`src/rtl/sample_timer_mc_pkg.sv`:
```
// Shared definitions for the multi-channel sample timer:
// unit codes, unit multiplier, FSM encoding, counter width helper.
package sample_timer_pkg;

    localparam logic [1:0] UNIT_1US   = 2'd0;
    localparam logic [1:0] UNIT_10US  = 2'd1;
    localparam logic [1:0] UNIT_100US = 2'd2;
    localparam logic [1:0] UNIT_1MS   = 2'd3;

    typedef enum logic [1:0] {
        IDLE = 2'd0,
        RUN  = 2'd1,
        HOLD = 2'd2
    } state_t;

    function automatic int unit_mult(input logic [1:0] code);
        int m;
        case (code)
            UNIT_1US:   m = 1;
            UNIT_10US:  m = 10;
            UNIT_100US: m = 100;
            UNIT_1MS:   m = 1000;
            default:    m = 1;
        endcase
        return m;
    endfunction

    // Wide enough for the longest unit (1 ms) at the given clock.
    function automatic int cyc_w(input int freq_mhz);
        return (freq_mhz * 1000 > 1) ? $clog2(freq_mhz * 1000) : 1;
    endfunction

endpackage

```
`src/rtl/sample_timer_mc_if.sv`:
```
// Channel control and output bundle between the register block,
// the timer and the capture logic.
interface sample_timer_mc_if #(
    parameter int NUM_CH   = 5,
    parameter int PERIOD_W = 10
);
    logic [NUM_CH-1:0]          en;
    logic [NUM_CH-1:0]          oneshot;
    logic [NUM_CH*PERIOD_W-1:0] scp_period;
    logic [NUM_CH*2-1:0]        scp_unit;
    logic [NUM_CH-1:0]          clk_o;
    logic [NUM_CH-1:0]          strb_o;
    logic [NUM_CH-1:0]          busy_o;
    logic [NUM_CH-1:0]          done_o;

    modport master (
        output en, oneshot, scp_period, scp_unit,
        input  clk_o, strb_o, busy_o, done_o
    );

    modport slave (
        input  en, oneshot, scp_period, scp_unit,
        output clk_o, strb_o, busy_o, done_o
    );
endinterface

```
`src/rtl/sample_timer_mc_ch.sv`:
```
// One timer channel: shadowed period/unit/mode, cycle and unit
// counters, IDLE/RUN/HOLD control and registered outputs.
module sample_timer_ch
    import sample_timer_pkg::*;
#(
    parameter int CLK_FREQ_MHZ = 100,
    parameter int PERIOD_W     = 10
) (
    input  logic                clk,
    input  logic                rst,
    input  logic                en_i,
    input  logic                oneshot_i,
    input  logic [PERIOD_W-1:0] period_i,
    input  logic [1:0]          unit_i,
    output logic                clk_o,
    output logic                strb_o,
    output logic                busy_o,
    output logic                done_o
);

    localparam int CW = cyc_w(CLK_FREQ_MHZ);

    state_t              state_q, state_d;
    logic [PERIOD_W-1:0] per_q, per_d;
    logic [1:0]          unit_q, unit_d;
    logic                os_q, os_d;
    logic [CW-1:0]       cyc_q, cyc_d;
    logic [PERIOD_W-1:0] ucnt_q, ucnt_d;
    logic                clk_q, clk_d;
    logic                strb_q, strb_d;
    logic                busy_q, busy_d;
    logic                done_q, done_d;

    logic [CW-1:0]       u_last;
    logic [PERIOD_W:0]   half;
    logic [PERIOD_W-1:0] ucnt_nx;
    logic                cyc_end;
    logic                per_end;

    always_ff @(posedge clk) begin
        if (rst) begin
            state_q <= IDLE;
            per_q   <= '0;
            unit_q  <= '0;
            os_q    <= 1'b0;
            cyc_q   <= '0;
            ucnt_q  <= '0;
            clk_q   <= 1'b0;
            strb_q  <= 1'b0;
            busy_q  <= 1'b0;
            done_q  <= 1'b0;
        end else begin
            state_q <= state_d;
            per_q   <= per_d;
            unit_q  <= unit_d;
            os_q    <= os_d;
            cyc_q   <= cyc_d;
            ucnt_q  <= ucnt_d;
            clk_q   <= clk_d;
            strb_q  <= strb_d;
            busy_q  <= busy_d;
            done_q  <= done_d;
        end
    end

    always_comb begin
        u_last  = CW'(unit_mult(unit_q) * CLK_FREQ_MHZ - 1);
        half    = ({1'b0, per_q} + {{PERIOD_W{1'b0}}, 1'b1}) >> 1;
        cyc_end = (cyc_q == u_last);
        per_end = cyc_end && (ucnt_q == per_q - 1'b1);
        ucnt_nx = cyc_end ? ucnt_q + 1'b1 : ucnt_q;

        state_d = state_q;
        per_d   = per_q;
        unit_d  = unit_q;
        os_d    = os_q;
        cyc_d   = cyc_q;
        ucnt_d  = ucnt_q;
        clk_d   = 1'b0;
        strb_d  = 1'b0;
        busy_d  = 1'b0;
        done_d  = 1'b0;

        unique case (state_q)
            IDLE: begin
                per_d  = period_i;
                unit_d = unit_i;
                os_d   = oneshot_i;
                cyc_d  = '0;
                ucnt_d = '0;
                if (en_i && period_i != '0) begin
                    state_d = RUN;
                    clk_d   = 1'b1;
                    busy_d  = 1'b1;
                end
            end
            RUN: begin
                if (!en_i) begin
                    // Truncated period: drop out silently.
                    state_d = IDLE;
                    cyc_d   = '0;
                    ucnt_d  = '0;
                end else if (per_end) begin
                    strb_d = 1'b1;
                    cyc_d  = '0;
                    ucnt_d = '0;
                    per_d  = period_i;
                    unit_d = unit_i;
                    os_d   = oneshot_i;
                    if (os_q) begin
                        done_d  = 1'b1;
                        state_d = HOLD;
                    end else if (period_i == '0) begin
                        state_d = IDLE;
                    end else begin
                        clk_d  = 1'b1;
                        busy_d = 1'b1;
                    end
                end else begin
                    cyc_d  = cyc_end ? '0 : cyc_q + 1'b1;
                    ucnt_d = ucnt_nx;
                    clk_d  = ({1'b0, ucnt_nx} < half);
                    busy_d = 1'b1;
                end
            end
            HOLD: begin
                if (!en_i) state_d = IDLE;
            end
            default: state_d = IDLE;
        endcase
    end

    assign clk_o  = clk_q;
    assign strb_o = strb_q;
    assign busy_o = busy_q;
    assign done_o = done_q;

endmodule

```
`src/rtl/sample_timer_mc.sv`:
```
// Multi-channel sample timer top: slices the control buses
// and instantiates one independent channel per lane.
module sample_timer_mc #(
    parameter int CLK_FREQ_MHZ = 100,
    parameter int NUM_CH       = 5,
    parameter int PERIOD_W     = 10
) (
    input  logic             clk,
    input  logic             rst,
    sample_timer_mc_if.slave bus
);

    for (genvar i = 0; i < NUM_CH; i++) begin : g_ch
        sample_timer_ch #(
            .CLK_FREQ_MHZ(CLK_FREQ_MHZ),
            .PERIOD_W    (PERIOD_W)
        ) u_ch (
            .clk      (clk),
            .rst      (rst),
            .en_i     (bus.en[i]),
            .oneshot_i(bus.oneshot[i]),
            .period_i (bus.scp_period[i*PERIOD_W +: PERIOD_W]),
            .unit_i   (bus.scp_unit[i*2 +: 2]),
            .clk_o    (bus.clk_o[i]),
            .strb_o   (bus.strb_o[i]),
            .busy_o   (bus.busy_o[i]),
            .done_o   (bus.done_o[i])
        );
    end

endmodule
```
`src/flat_wrapper.sv`:
```
// flat-port wrapper written by rule: the top's interface ports become plain ports
module sample_timer_mc_flat 
#(
    parameter int CLK_FREQ_MHZ = 100,
    parameter int NUM_CH       = 5,
    parameter int PERIOD_W     = 10
)
  (clk, rst, bus_en, bus_oneshot, bus_scp_period, bus_scp_unit, bus_clk_o, bus_strb_o, bus_busy_o, bus_done_o);
  sample_timer_mc_if #(.NUM_CH(NUM_CH), .PERIOD_W(PERIOD_W)) bus_i ();
  input  logic clk;
  input  logic rst;
  input wire logic [$bits(bus_i.en)-1:0] bus_en;
  input wire logic [$bits(bus_i.oneshot)-1:0] bus_oneshot;
  input wire logic [$bits(bus_i.scp_period)-1:0] bus_scp_period;
  input wire logic [$bits(bus_i.scp_unit)-1:0] bus_scp_unit;
  output wire logic [$bits(bus_i.clk_o)-1:0] bus_clk_o;
  output wire logic [$bits(bus_i.strb_o)-1:0] bus_strb_o;
  output wire logic [$bits(bus_i.busy_o)-1:0] bus_busy_o;
  output wire logic [$bits(bus_i.done_o)-1:0] bus_done_o;
  assign bus_i.en = bus_en;
  assign bus_i.oneshot = bus_oneshot;
  assign bus_i.scp_period = bus_scp_period;
  assign bus_i.scp_unit = bus_scp_unit;
  assign bus_clk_o = bus_i.clk_o;
  assign bus_strb_o = bus_i.strb_o;
  assign bus_busy_o = bus_i.busy_o;
  assign bus_done_o = bus_i.done_o;
  sample_timer_mc #(.CLK_FREQ_MHZ(CLK_FREQ_MHZ), .NUM_CH(NUM_CH), .PERIOD_W(PERIOD_W)) u_core (.clk(clk), .rst(rst), .bus(bus_i));
endmodule
```
`config.mk`:
```
export PLATFORM = sky130hd
export DESIGN_NAME = sample_timer_mc_flat
export DESIGN_NICKNAME = d
export VERILOG_FILES = /design/src/rtl/sample_timer_mc_pkg.sv /design/src/rtl/sample_timer_mc_if.sv /design/src/rtl/sample_timer_mc_ch.sv /design/src/rtl/sample_timer_mc.sv /design/src/flat_wrapper.sv
export SDC_FILE = /design/constraint.sdc
export NUM_CORES = 1
export LEC_CHECK = 0
export BUFFER_PORTS_ARGS = -buffer_cell sky130_fd_sc_hd__clkbuf_2
export CORE_ASPECT_RATIO = 0.6
export CORE_MARGIN = 1
export CORE_UTILIZATION = 25
export CTS_BUF_LIST = sky130_fd_sc_hd__clkbuf_4 sky130_fd_sc_hd__clkbuf_8 sky130_fd_sc_hd__clkbuf_16
export CTS_CLUSTER_DIAMETER = 50
export DETAILED_ROUTE_END_ITERATION = 10
export PLACE_DENSITY = 0.46
export SETUP_SLACK_MARGIN = 0.05
export SLEW_MARGIN = 10
export SYNTH_ARGS = -nofsm -noshare
export SYNTH_HDL_FRONTEND = slang
export SYNTH_SLANG_ARGS = --single-unit
```
`constraint.sdc`:
```
create_clock -name clk -period 4.4 [get_ports clk]
set_clock_uncertainty 0.05 [all_clocks]
set_input_delay 0.22 -clock clk [delete_from_list [all_inputs] [get_ports clk]]
set_output_delay 0.22 -clock clk [all_outputs]
set_load 0.02 [all_outputs]
```
==> impl_metrics.json <==
{
  "powerDensity_nw_per_um2": 284,
  "setup.worst_path.end_class": "register",
  "cpPeakStageDelay_ps": 400,
  "port_buffers": 91,
  "fin_crit_ps": 4280,
  "setup_viol": 0,
  "crit_required_ps": 4860,
  "hp-class": "in -> reg",
  "h-tree-depth": 1,
  "drive_gt1_share_pct": 16.6,
  "fp.dieW_um": 331,
  "grt_pass1_vias": 14100,
  "ys_seq_elements": 230,
  "slowest_stage": "a2111oi_2",
  "drc": 0,
  "place_area_um2": 17800,
  "worstReg2RegStart": "u_core.g_ch[4].u_ch.unit_q[0]",
  "wl_per_cell_um": 15.7,
  "grt_pass1_wl_um": 76600,
  "core_um2": 63400,
  "pwr-share-clk_pct": 46.7,
  "avgSynthCellArea_um2": 8.09,
  "hold_viol_final": 0,
  "cts_buffers": 31,
  "cts.sinks": 230,
  "yosysTopAreaCell": "dfxtp_1",
  "clkTransAtPathRegs_ps": 60,
  "syn_area_um2": 16200,
  "hpwlAfterDp_um": 34100,
  "internal_power_w": 0.00416,
  "grt_overflow_total": 0,
  "status": "finished clean",
  "max_freq_mhz": 234,
  "die-area_um2": 65900,
  "die_h_um": 199,
  "max-cap-violations": 0,
  "yosysWarnings": 0,
  "synth_edf_count": 0,
  "antenna_found_initial": 0,
  "drtPass1Iterations": 5,
  "ant_nets": 0,
  "pre_cts_ws_ps": -223,
  "wirelength_um": 47600,
  "irDropWorstVdd_mv": 0.236,
  "initial_core_util_pct": 25.6,
  "yosysSeqAreaShare_pct": 28.4,
  "period_share_pct": 97.2,
  "viasPerCell": 4.89,
  "insertion_delay_ps": 600,
  "slew_viol_final": 0,
  "synth_ff_type": "dfxtp_1",
  "crit_path_start_kind": "register",
  "cts_root_buf": "clkbuf_16",
  "cpMostUsedCell": "ha_4",
  "p_leak_nw": 8.23,
  "antenna_cells": 0,
  "slew-limit-headroom_pct": 29.7,
  "min_from": "rst",
  "grt_max_degree": 83,
  "startpoint": "u_core.g_ch[4].u_ch.unit_q[0]",
  "crit_type": "reg -> reg",
  "place_congestion": 0.865,
  "crit_chain": "inv_4 -> ha_4 -> inv_4 -> ha_4 -> xnor2_2 -> ha_1 -> xor2_1 -> a2111oi_2 -> nand2b_1 -> nor4_4 -> and3_4 -> nand2_4 -> xnor2_4 -> ha_4 -> a21o_1 -> a21o_1 -> a21oi_1 -> nor2_1 -> a2111oi_2 -> nor2_1 -> a211oi_2 -> o31a_1",
  "swShare_pct": 27.8,
  "worst_slew_pin_slew_ps": 1050,
  "drtIter0Drc": 797,
  "async_flop_share_pct": 0,
  "rsz0062_at_grt": "yes",
  "cts_tree": "done",
  "dr_total_vias": 14900,
  "netlist_instances": 2005,
  "synthTopCellsByArea": "dfxtp_1 (28%), ha_1 (9.6%), xnor2_1 (5.7%), nor2_1 (5.0%), xor2_1 (4.5%)",
  "final_area_um2": 20300,
  "io_pins": 92,
  "areaGrowthSynthToFinish_pct": 24.9,
  "worstPathArrival_ps": 4740,
  "yosysUniqueCellTypes": 85,
  "grtUsageTotal_pct": 14.2,
  "yosysTopAreaCellShare_pct": 28.4,
  "p_sw_w": 0.00160,
  "fin_nets": 2375,
  "postLayoutSetupSlackWorst_ps": 123,
  "p_comb_share_pct": 14.4,
  "critPathMaxFanout": 4,
  "setup_tns_ps": 0,
  "power.total_w": 0.00576,
  "pwr-share-seq_pct": 38.9,
  "row_count": 71,
  "cts_buffer_depth": 3
}
through the flow:
step,cells,hold slack [ps],utilization (%)
final,3040,92.9,32.0
after global routing,3040,96.2,32.0
after CTS,3024,65.3,31.1
after detailed placement,2895,411,28.1
after global placement,2895,403,28.1
after floorplan,2009,301,-
timing repair:
| item | CTS | global route |
|---|---|---|
| endpoints found under the hold margin | 75 | 0 |
| pin swaps | 13 | 51 |
| setup buffers | 3 | 16 |
| endpoints found under the setup margin | 5 | 5 |
| hold buffers | 70 | 0 |
| resized for setup | 23 | 80 |
final timing paths:
path | to | slack, ps | cells after the start
worst max-delay path | u_core.g_ch[4].u_ch.clk_o | 120 | 22
worst min-delay path | u_core.g_ch[2].u_ch.cyc_q[4] | 90 | 2
worst max register to register | u_core.g_ch[4].u_ch.clk_o | 120 | 22
worst min register to register | u_core.g_ch[3].u_ch.unit_q[1] | 440 | 2
power groups by stage:
stage	Sequential, W	Combinational, W	Clock [W]
floorplan	0.00222	0.000567	0
global placement	0.00228	0.000728	0
detailed placement	0.00228	0.000735	0
CTS	0.00224	0.000800	0.00280
global route	0.00225	0.000918	0.00289
finish	0.00224	0.000827	0.00269
layer usage:
layer  wire length (um)  GRT usage (%)  part of all wire, %  up-vias
li1                   -              -                    -     7502
met1              26500           22.8                   56     7068
met2              18200           19.0                   38      253
met3               2140           2.51                  4.5       48
met4                726           2.66                  1.5        0
met5                  0              0                    0        -
final cells by class:
cell class / count / area (um2)
Clock buffer: 41 / 876
Clock inverter: 15 / 199
Fill cell: 6659 / 43200
Inverter: 69 / 267
Multi-Input combinational cell: 1584 / 11300
Sequential cell: 230 / 4630
Tap cell: 839 / 1050
Timing Repair Buffer: 262 / 1920
cells in the final DEF, fill, tap and decap left out, types with 22 or more instances in the layout:
master and instances:
a21o_1 23, a21oi_1 92, and3_1 59, buf_4 100, clkbuf_16 31, clkbuf_2 90
dfxtp_1 221, dlygate4sd3_1 70, ha_1 110, inv_1 60, mux2i_1 70, nand2_1 140
nand3_1 81, nand3b_1 49, nand4_1 34, nor2_1 210, nor2b_1 22, nor3_1 42
nor4_1 24, o21ai_0 91, or3_1 26, xnor2_1 98, xor2_1 82
synth_stat cells (23+ instances only):
cell and n:
a21o_1 23, a21oi_1 93, and3_1 60, clkbuf_1 90, dfxtp_1 230, ha_1 125, inv_1 68, mux2i_1 70
nand2_1 144, nand3_1 83, nand3b_1 49, nand4_1 34, nor2_1 216, nor3_1 46, nor4_1 24, o21ai_0 93
or3_1 28, xnor2_1 105, xor2_1 83
flip-flops by register name (all words and copies together), names as in the netlist:
register	count
u_core.g_ch.u_ch.busy_o	5
u_core.g_ch.u_ch.unit_q	10
u_core.g_ch.u_ch.strb_o	5
u_core.g_ch.u_ch.done_o	5
u_core.g_ch.u_ch.per_q	50
u_core.g_ch.u_ch.clk_o	5
u_core.g_ch.u_ch.os_q	5
u_core.g_ch.u_ch.state_q	10
u_core.g_ch.u_ch.cyc_q	85
u_core.g_ch.u_ch.ucnt_q	50
logic make-up after synthesis:
family                     after synthesis  synth area share (%)
muxes                                   77                  4.80
other                                    1                0.0231
DFF                                    230                  28.4
buffers and inverters                  195                  5.20
AOI/OAI and AO/OA                      373                  15.3
xor gates and xnor gates               188                  10.1
adders and majority gates              125                  9.64
and+or+nand+nor                        816                  26.5
critical path, delay by kind of cell, from the launching register on:
| family | cells | cell delay, ps |
|---|---|---|
| AOI/OAI and AO/OA | 7 | 1520 |
| and+or+nand+nor | 6 | 880 |
| adders and majority gates | 4 | 820 |
| xor gates and xnor gates | 3 | 480 |
| DFF | 1 | 360 |
| buffers and inverters | 2 | 120 |
Power figures use the tool's default switching activity.
